$ cat config.mk
export PLATFORM = sky130hd
export DESIGN_NAME = ula_ar
export DESIGN_NICKNAME = d
export VERILOG_FILES = /design/src/rtl/ula_ar_pkg.sv /design/src/rtl/ula_ar_addsub.sv /design/src/rtl/ula_ar.sv
export SDC_FILE = /design/constraint.sdc
export NUM_CORES = 1
export LEC_CHECK = 0
export ABC_AREA = 1
export CAP_MARGIN = 20
export CORE_AREA = 2 2 39 41
export DETAILED_ROUTE_END_ITERATION = 8
export DIE_AREA = 0 0 41 43
export DONT_BUFFER_PORTS = 1
export GPL_TIMING_DRIVEN = 1
export PLACE_DENSITY_LB_ADDON = 0.12
export SETUP_SLACK_MARGIN = 0.15
export SLEW_MARGIN = 10
export SYNTH_ARGS = -nofsm -noshare
export SYNTH_HDL_FRONTEND = slang
export SYNTH_SLANG_ARGS = --single-unit
$ cat constraint.sdc
create_clock -name clk -period 3.7 [get_ports clk]
set_clock_uncertainty 0.15 [all_clocks]
set_input_delay 0.37 -clock clk [delete_from_list [all_inputs] [get_ports clk]]
set_output_delay 0.37 -clock clk [all_outputs]
set_load 0.01 [all_outputs]
$ cat src/rtl/ula_ar_pkg.sv
// Shared opcode encoding and helpers for the arithmetic ALU slice.
package ula_ar_pkg;

  localparam int OP_W = 5;

  typedef enum logic [OP_W-1:0] {
    OP_ADD = 5'b00000,
    OP_ADC = 5'b00001,
    OP_INC = 5'b00010,
    OP_SUB = 5'b00100,
    OP_SBC = 5'b00101,
    OP_DEC = 5'b00110,
    OP_NEG = 5'b00111,
    OP_CMP = 5'b01000,
    OP_PSA = 5'b01001
  } op_e;

  function automatic logic is_arith_op(input op_e op);
    case (op)
      OP_ADD, OP_ADC, OP_INC, OP_SUB, OP_SBC,
      OP_DEC, OP_NEG, OP_CMP, OP_PSA: is_arith_op = 1'b1;
      default:                        is_arith_op = 1'b0;
    endcase
  endfunction

endpackage

$ cat src/rtl/ula_ar_addsub.sv
// Combinational (WIDTH+1)-bit adder with optional addend inversion and signed overflow.
module ula_ar_addsub #(
  parameter int WIDTH = 3
) (
  input  logic [WIDTH-1:0] x,
  input  logic [WIDTH-1:0] y,
  input  logic             cin,
  input  logic             invert_y,
  output logic [WIDTH-1:0] sum,
  output logic             cout,
  output logic             ovf
);

  logic [WIDTH-1:0] w_y;
  logic [WIDTH:0]   w_full;

  assign w_y    = invert_y ? ~y : y;
  assign w_full = {1'b0, x} + {1'b0, w_y} + {{WIDTH{1'b0}}, cin};
  assign sum    = w_full[WIDTH-1:0];
  assign cout   = w_full[WIDTH];
  // Overflow is judged against the post-inversion addend.
  assign ovf    = (x[WIDTH-1] == w_y[WIDTH-1]) && (w_full[WIDTH-1] != x[WIDTH-1]);

endmodule

$ cat src/rtl/ula_ar.sv
// Arithmetic ALU: opcode decode, operand muxing and registered result/flags.
module ula_ar
  import ula_ar_pkg::*;
#(
  parameter int WIDTH = 3
) (
  input  logic             clk,
  input  logic             rst_n,
  input  logic             en,
  input  logic [WIDTH-1:0] A,
  input  logic [WIDTH-1:0] B,
  input  logic [OP_W-1:0]  OP,
  output logic [WIDTH-1:0] RESU,
  output logic             O,
  output logic             C,
  output logic             S,
  output logic             Z
);

  logic [WIDTH-1:0] r_resu;
  logic             r_o;
  logic             r_c;
  logic             r_s;
  logic             r_z;

  logic [WIDTH-1:0] w_x;
  logic [WIDTH-1:0] w_y;
  logic             w_cin;
  logic             w_inv;
  logic             w_wr_res;
  logic             w_psa;
  logic             w_legal;
  logic [WIDTH-1:0] w_sum;
  logic             w_cout;
  logic             w_ovf;
  logic [WIDTH-1:0] w_res;
  logic [WIDTH-1:0] w_one;

  assign w_one   = {{(WIDTH-1){1'b0}}, 1'b1};
  assign w_legal = is_arith_op(op_e'(OP));

  always_comb begin
    w_x      = A;
    w_y      = B;
    w_cin    = 1'b0;
    w_inv    = 1'b0;
    w_wr_res = 1'b1;
    w_psa    = 1'b0;
    case (op_e'(OP))
      OP_ADD: begin end
      OP_ADC: w_cin = r_c;
      OP_INC: w_y = w_one;
      OP_SUB: begin w_inv = 1'b1; w_cin = 1'b1; end
      OP_SBC: begin w_inv = 1'b1; w_cin = r_c; end
      OP_DEC: begin w_y = w_one; w_inv = 1'b1; w_cin = 1'b1; end
      OP_NEG: begin w_x = {WIDTH{1'b0}}; w_y = A; w_inv = 1'b1; w_cin = 1'b1; end
      // CMP computes the difference for the flags but leaves RESU alone.
      OP_CMP: begin w_inv = 1'b1; w_cin = 1'b1; w_wr_res = 1'b0; end
      OP_PSA: w_psa = 1'b1;
      default: w_wr_res = 1'b0;
    endcase
  end

  ula_ar_addsub #(.WIDTH(WIDTH)) u_addsub (
    .x        (w_x),
    .y        (w_y),
    .cin      (w_cin),
    .invert_y (w_inv),
    .sum      (w_sum),
    .cout     (w_cout),
    .ovf      (w_ovf)
  );

  assign w_res = w_psa ? A : w_sum;

  always_ff @(posedge clk) begin
    if (!rst_n) begin
      r_resu <= {WIDTH{1'b0}};
      r_o    <= 1'b0;
      r_c    <= 1'b0;
      r_s    <= 1'b0;
      r_z    <= 1'b0;
    end else if (en && w_legal) begin
      if (w_wr_res) begin
        r_resu <= w_res;
      end
      r_o <= w_psa ? 1'b0 : w_ovf;
      r_c <= w_psa ? 1'b0 : w_cout;
      r_s <= w_res[WIDTH-1];
      r_z <= (w_res == {WIDTH{1'b0}});
    end
  end

  assign RESU = r_resu;
  assign O    = r_o;
  assign C    = r_c;
  assign S    = r_s;
  assign Z    = r_z;

endmodule

Word level (Yosys, flattened, before mapping)
Memory sizes are Yosys's and may differ from the RTL's.
Index checks and enable logic that the tools add are counted.
Cells by class
  add/subtract/negate cells: 2
  equality and inequality tests: 10
  mux-type cells: 11
  bitwise operators: 1
  reduce and logical (&&, ||, !) cells: 10
Operators by type and width (number)
  5-bit by 3-bit == test with 1-bit output (second input constant): 4
  5-bit by 4-bit == test with 1-bit output (second input constant): 2
  3-bit 2-to-1 mux: 3
  8-bit OR reduction: 1
  1-bit 2-to-1 mux: 6
  3-bit case mux with 2 select lines: 1
  5-bit by 1-bit == test with 1-bit output (second input constant): 1
  5-bit by 2-bit == test with 1-bit output (second input constant): 1
  5-bit zero test: 1
  5-bit OR reduction: 1
  3-bit by 3-bit adder with 4-bit output: 1
  4-bit by 1-bit adder with 4-bit output: 1
  2-bit OR reduction: 2
  4-bit OR reduction: 1
  3-bit zero test: 1
  3-bit inverter: 1
  1-bit logical AND: 2
  1-bit case mux with 2 select lines: 1
  2-bit AND reduction: 1
  1-bit == test: 1
  1-bit != test: 1
Word-level totals
  register bits after elaboration: 7
  bits in read-only memories: 16
  input port bits: 14
  output and inout bits: 7
  word-level logic and storage cells: 40
  memories kept: 1
Memories
  (no name shown): words 16, bits a word 1, rd ports 1, clocked after Yosys merged registers in 0, wr ports 0, line ula_ar_pkg.sv:19  | case (op)

Logic depth before layout (Yosys ltp)
  word-level depth: 10
  mapped depth: 17
  depth with buffers taken out: 17

Hierarchy
From an unflattened synthesis, not the netlist that was laid out.
Unflattened totals
  cells, all modules: 113
  area total of the unflattened synthesis: 701.9 um2
By module, submodules not included
  ula_ar: times used 1, cells an instance 92, area an instance 545.5 um2, sequential area each 140.1 um2
  ula_ar_addsub: times used 1, cells an instance 21, area an instance 156.4 um2, sequential area each 0.0 um2

Worst setup path after synthesis
OpenSTA, ideal clock, no wires.
  path kind: in2reg
  start point: input port OP[3]
  end point: register r_z, in the netlist Z
  setup time: 0.066 ns
  arrival time: 2.388 ns
  required time: 3.484 ns
  setup slack: 1.096 ns
  cell stages on the path: 16
  buffers on the path: 0
  cell sequence: inv_2 -> nand2_1 -> inv_1 -> nand2_1 -> nor2_1 -> inv_2 -> nand2_4 -> xnor2_1 -> fa_1 -> fa_1 -> xnor2_1 -> nand2_2 -> nand2_1 -> nor2_2 -> nand2_1 -> a21oi_2
Between the ends
  word-level cells in the longest chain between the ends: 9
  elaborated cells between the ends (all ways): 26
  classes of those cells: add/sub: 2; eq/ne: 8; mux: 8; bitwise: 1; reduce/logical: 6; memory: 1
Ends and longest elaborated chain
  start, declared: line ula_ar.sv:12  | input logic [OP_W-1:0] OP,
  5-bit by 3-bit == test with 1-bit output / 5-bit by 2-bit == test with 1-bit output (equally long branches): line ula_ar.sv:49  | case (op_e'(OP))
  2-bit OR reduction (no line)
  3-bit case mux with 2 select lines: line ula_ar.sv:49
  3-bit inverter: line ula_ar_addsub.sv:17  | assign w_y = invert_y ? ~y : y;
  3-bit 2-to-1 mux: line ula_ar_addsub.sv:17
  3-bit by 3-bit adder with 4-bit output: line ula_ar_addsub.sv:18  | assign w_full = {1'b0, x} + {1'b0, w_y} + {{WIDTH{1'b0}}, cin};
  4-bit by 1-bit adder with 4-bit output: line ula_ar_addsub.sv:18
  3-bit 2-to-1 mux: line ula_ar.sv:74  | assign w_res = w_psa ? A : w_sum;
  3-bit zero test: line ula_ar.sv:90  | r_z <= (w_res == {WIDTH{1'b0}});
  end signal, assigned: line ula_ar.sv:90
  end, declared: line ula_ar.sv:24  | logic r_z;
Several ways; a longest one is shown, not always the timed one.
A chain may end at the register's enable or synchronous reset.

Final worst setup path
Ends and elaborated chain as after synthesis.

==> out/metrics.yaml <==
antenna_found_initial: 0
regToRegSetupSlack_ns: 1.51
swShare: 0.344
period_share: 0.673
end_kind: "flop"
cp-start-kind: "primary input"
drt_iter0_markers: 13
outcome: "finished clean"
syn_nets: 140
tritoncts: "yes"
path_clk_slew_ns: 0.05
start_util: 0.558
syn_area_per_cell_um2: 6.33
groute.usage.overall: 0.182
finalSetupViolations: 0
drt-wirelength-per-cell_um: 10.3
p_leak_nw: 0.426
area.sequential_um2: 140
firstDrtPassIters: 4
cts-resized-gates: 0
whs_ns: 0.0954
multi_input_area_um2: 527
synth_cell_types: 25
pwr-share-clk: 0.299
hold_violations: 0
clock.fmax_ghz: 0.401
worst_pin_slew_ns: 0.218
clockRootBuffer: "clkbuf_4"
cts.sinks: 7
grt_pass1_wl_um: 2270
maxCapViolations: 0
yosys_warnings: 0
area_delta_synth_final_pct: 4.54
crit_type: "in -> reg"
layout-drive-gt1-share: 0.200
vdd_drop_max_uv: 75.0
htreeDepth: 1
grt-ovfl-total: 0
cts_buffers: 3
syn_inst: 122
clkLatencyLatePin_ns: 0.25
fillers: 146
drtAntennaViolNets: 0
dp.final_hpwl_um: 1240
yosysSeqAreaShare: 0.182
dieArea_um2: 1760
p_seq_frac: 0.354
fin_tns_setup_ns: 0
fp.dieW_um: 41
drc_errors: 0
switching_power_w: 0.0000794
grt_max_degree: 9
grt_pass1_vias: 625
port_buffers: 0
fin_nets: 144
power_density_nw_per_um2: 286
syn_area_um2: 772
crit_fanout: 5
required_ns: 3.74
rsz0062_at_grt: "no"
ys_ff_latch: 7
dr_total_vias: 709
p_comb_frac: 0.347
chipHeight_um: 43
antenna_cells: 0
min_period_ns: 2.49
cts_setup_buffers: 0
cp.arrival_ns: 2.53
maxSlewViolCount: 0
postCtsHoldBufs: 0
fp.coreArea_um2: 1380
max-slew-margin-rel: 0.854
finalWirelength_um: 1450
row_count: 14
routabilityCongestion: 0.845
routed_via_density: 5.03
hold_path.class: "in -> reg"
clk_path_buf_depth: 2
p_int_w: 0.000151
ioPinCount: 21
==> path summary, 6_finish.rpt <==
check | from | endpoint | cells past startpoint
max | OP[3] | Z | 16
min reg2reg | O | O | 2
max reg2reg | C | Z | 9
min | rst_n | RESU[0] | 2
==> power by group through the flow <==
stage          sequential, W  combinational, W  clock [W]
6_report           0.0000816         0.0000801  0.0000689
5_1_grt            0.0000822         0.0000915  0.0000721
4_1_cts            0.0000817         0.0000810  0.0000689
3_5_place_dp       0.0000832         0.0000804          0
3_3_place_gp       0.0000831         0.0000792          0
2_1_floorplan      0.0000826         0.0000722          0
==> per-layer routing <==
metal | GRT usage | up-vias | wire, um
li1 | - | 382 | -
met1 | 0.209 | 304 | 653
met2 | 0.316 | 20 | 715
met3 | 0.00524 | 3 | 60
met4 | 0.0933 | 0 | 19
met5 | 0 | - | 0
==> layout by cell type, fill, tap and decap left out, drive strengths merged <==
cell    instances
a21boi          1
a21oi           4
clkbuf          4
dfxtp           7
fa              2
ha              2
inv            25
nand2          40
nand3           9
nand4           2
nor2           17
nor3            2
o21ai           6
o22ai           2
xnor2           2
==> state kept, by name (all words and copies together), names as in the netlist <==
register  flops
RESU          3
C             1
O             1
S             1
Z             1
==> final cells by class <==
cell class              count  share of cell area
clock buffers               4              0.0326
inverters                  25               0.116
multi-input cells          89               0.653
well taps                  16              0.0248
flip-flops and latches      7               0.174
==> per-stage QoR <==
stage          std cells   util  setup slack (ns)  cell area, um2  total power (W)
6_report             141  0.583              1.21             807         0.000231
3_5_place_dp         137  0.564             0.933             781         0.000164
2_1_floorplan        122      -              1.10             772         0.000155
3_3_place_gp         137  0.564             0.960             781         0.000162
5_1_grt              141  0.583              1.04             807         0.000246
4_1_cts              141  0.583              1.19             807         0.000232
==> cells in the mapped netlist (all sizes together) <==
cell type   n  area, um2
a21boi      1       7.51
a21oi       4       23.8
buf         1       11.3
dfxtp       7        140
fa          2       40.0
ha          2       25.0
inv        25       93.8
nand2      40        168
nand3       9       70.1
nand4       2       27.5
nor2       17       85.1
nor3        2       10.0
o21ai       6       33.8
o22ai       2       18.8
xnor2       2       17.5
==> logic make-up (layout without fill, tap and decap cells) <==
family / after synthesis / count (layout) / share of synthesized area
AOI/OAI and AO/OA: 13 / 13 / 0.109
xor gates and xnor gates: 2 / 2 / 0.0227
adders and majority gates: 4 / 4 / 0.0843
buffers and inverters: 26 / 29 / 0.136
DFF: 7 / 7 / 0.182
and+or+nand+nor: 70 / 70 / 0.467
==> critical path: stages <==
cell,delay [ns]
inv_2,0.11
nand2_1,0.07
inv_1,0.11
nand2_1,0.06
nor2_1,0.11
inv_2,0.06
nand2_4,0.09
xnor2_1,0.10
fa_1,0.47
fa_1,0.43
xnor2_1,0.15
nand2_2,0.06
nand2_1,0.06
nor2_2,0.10
nand2_1,0.08
a21oi_2,0.10
(Power assumes the default switching activity.)
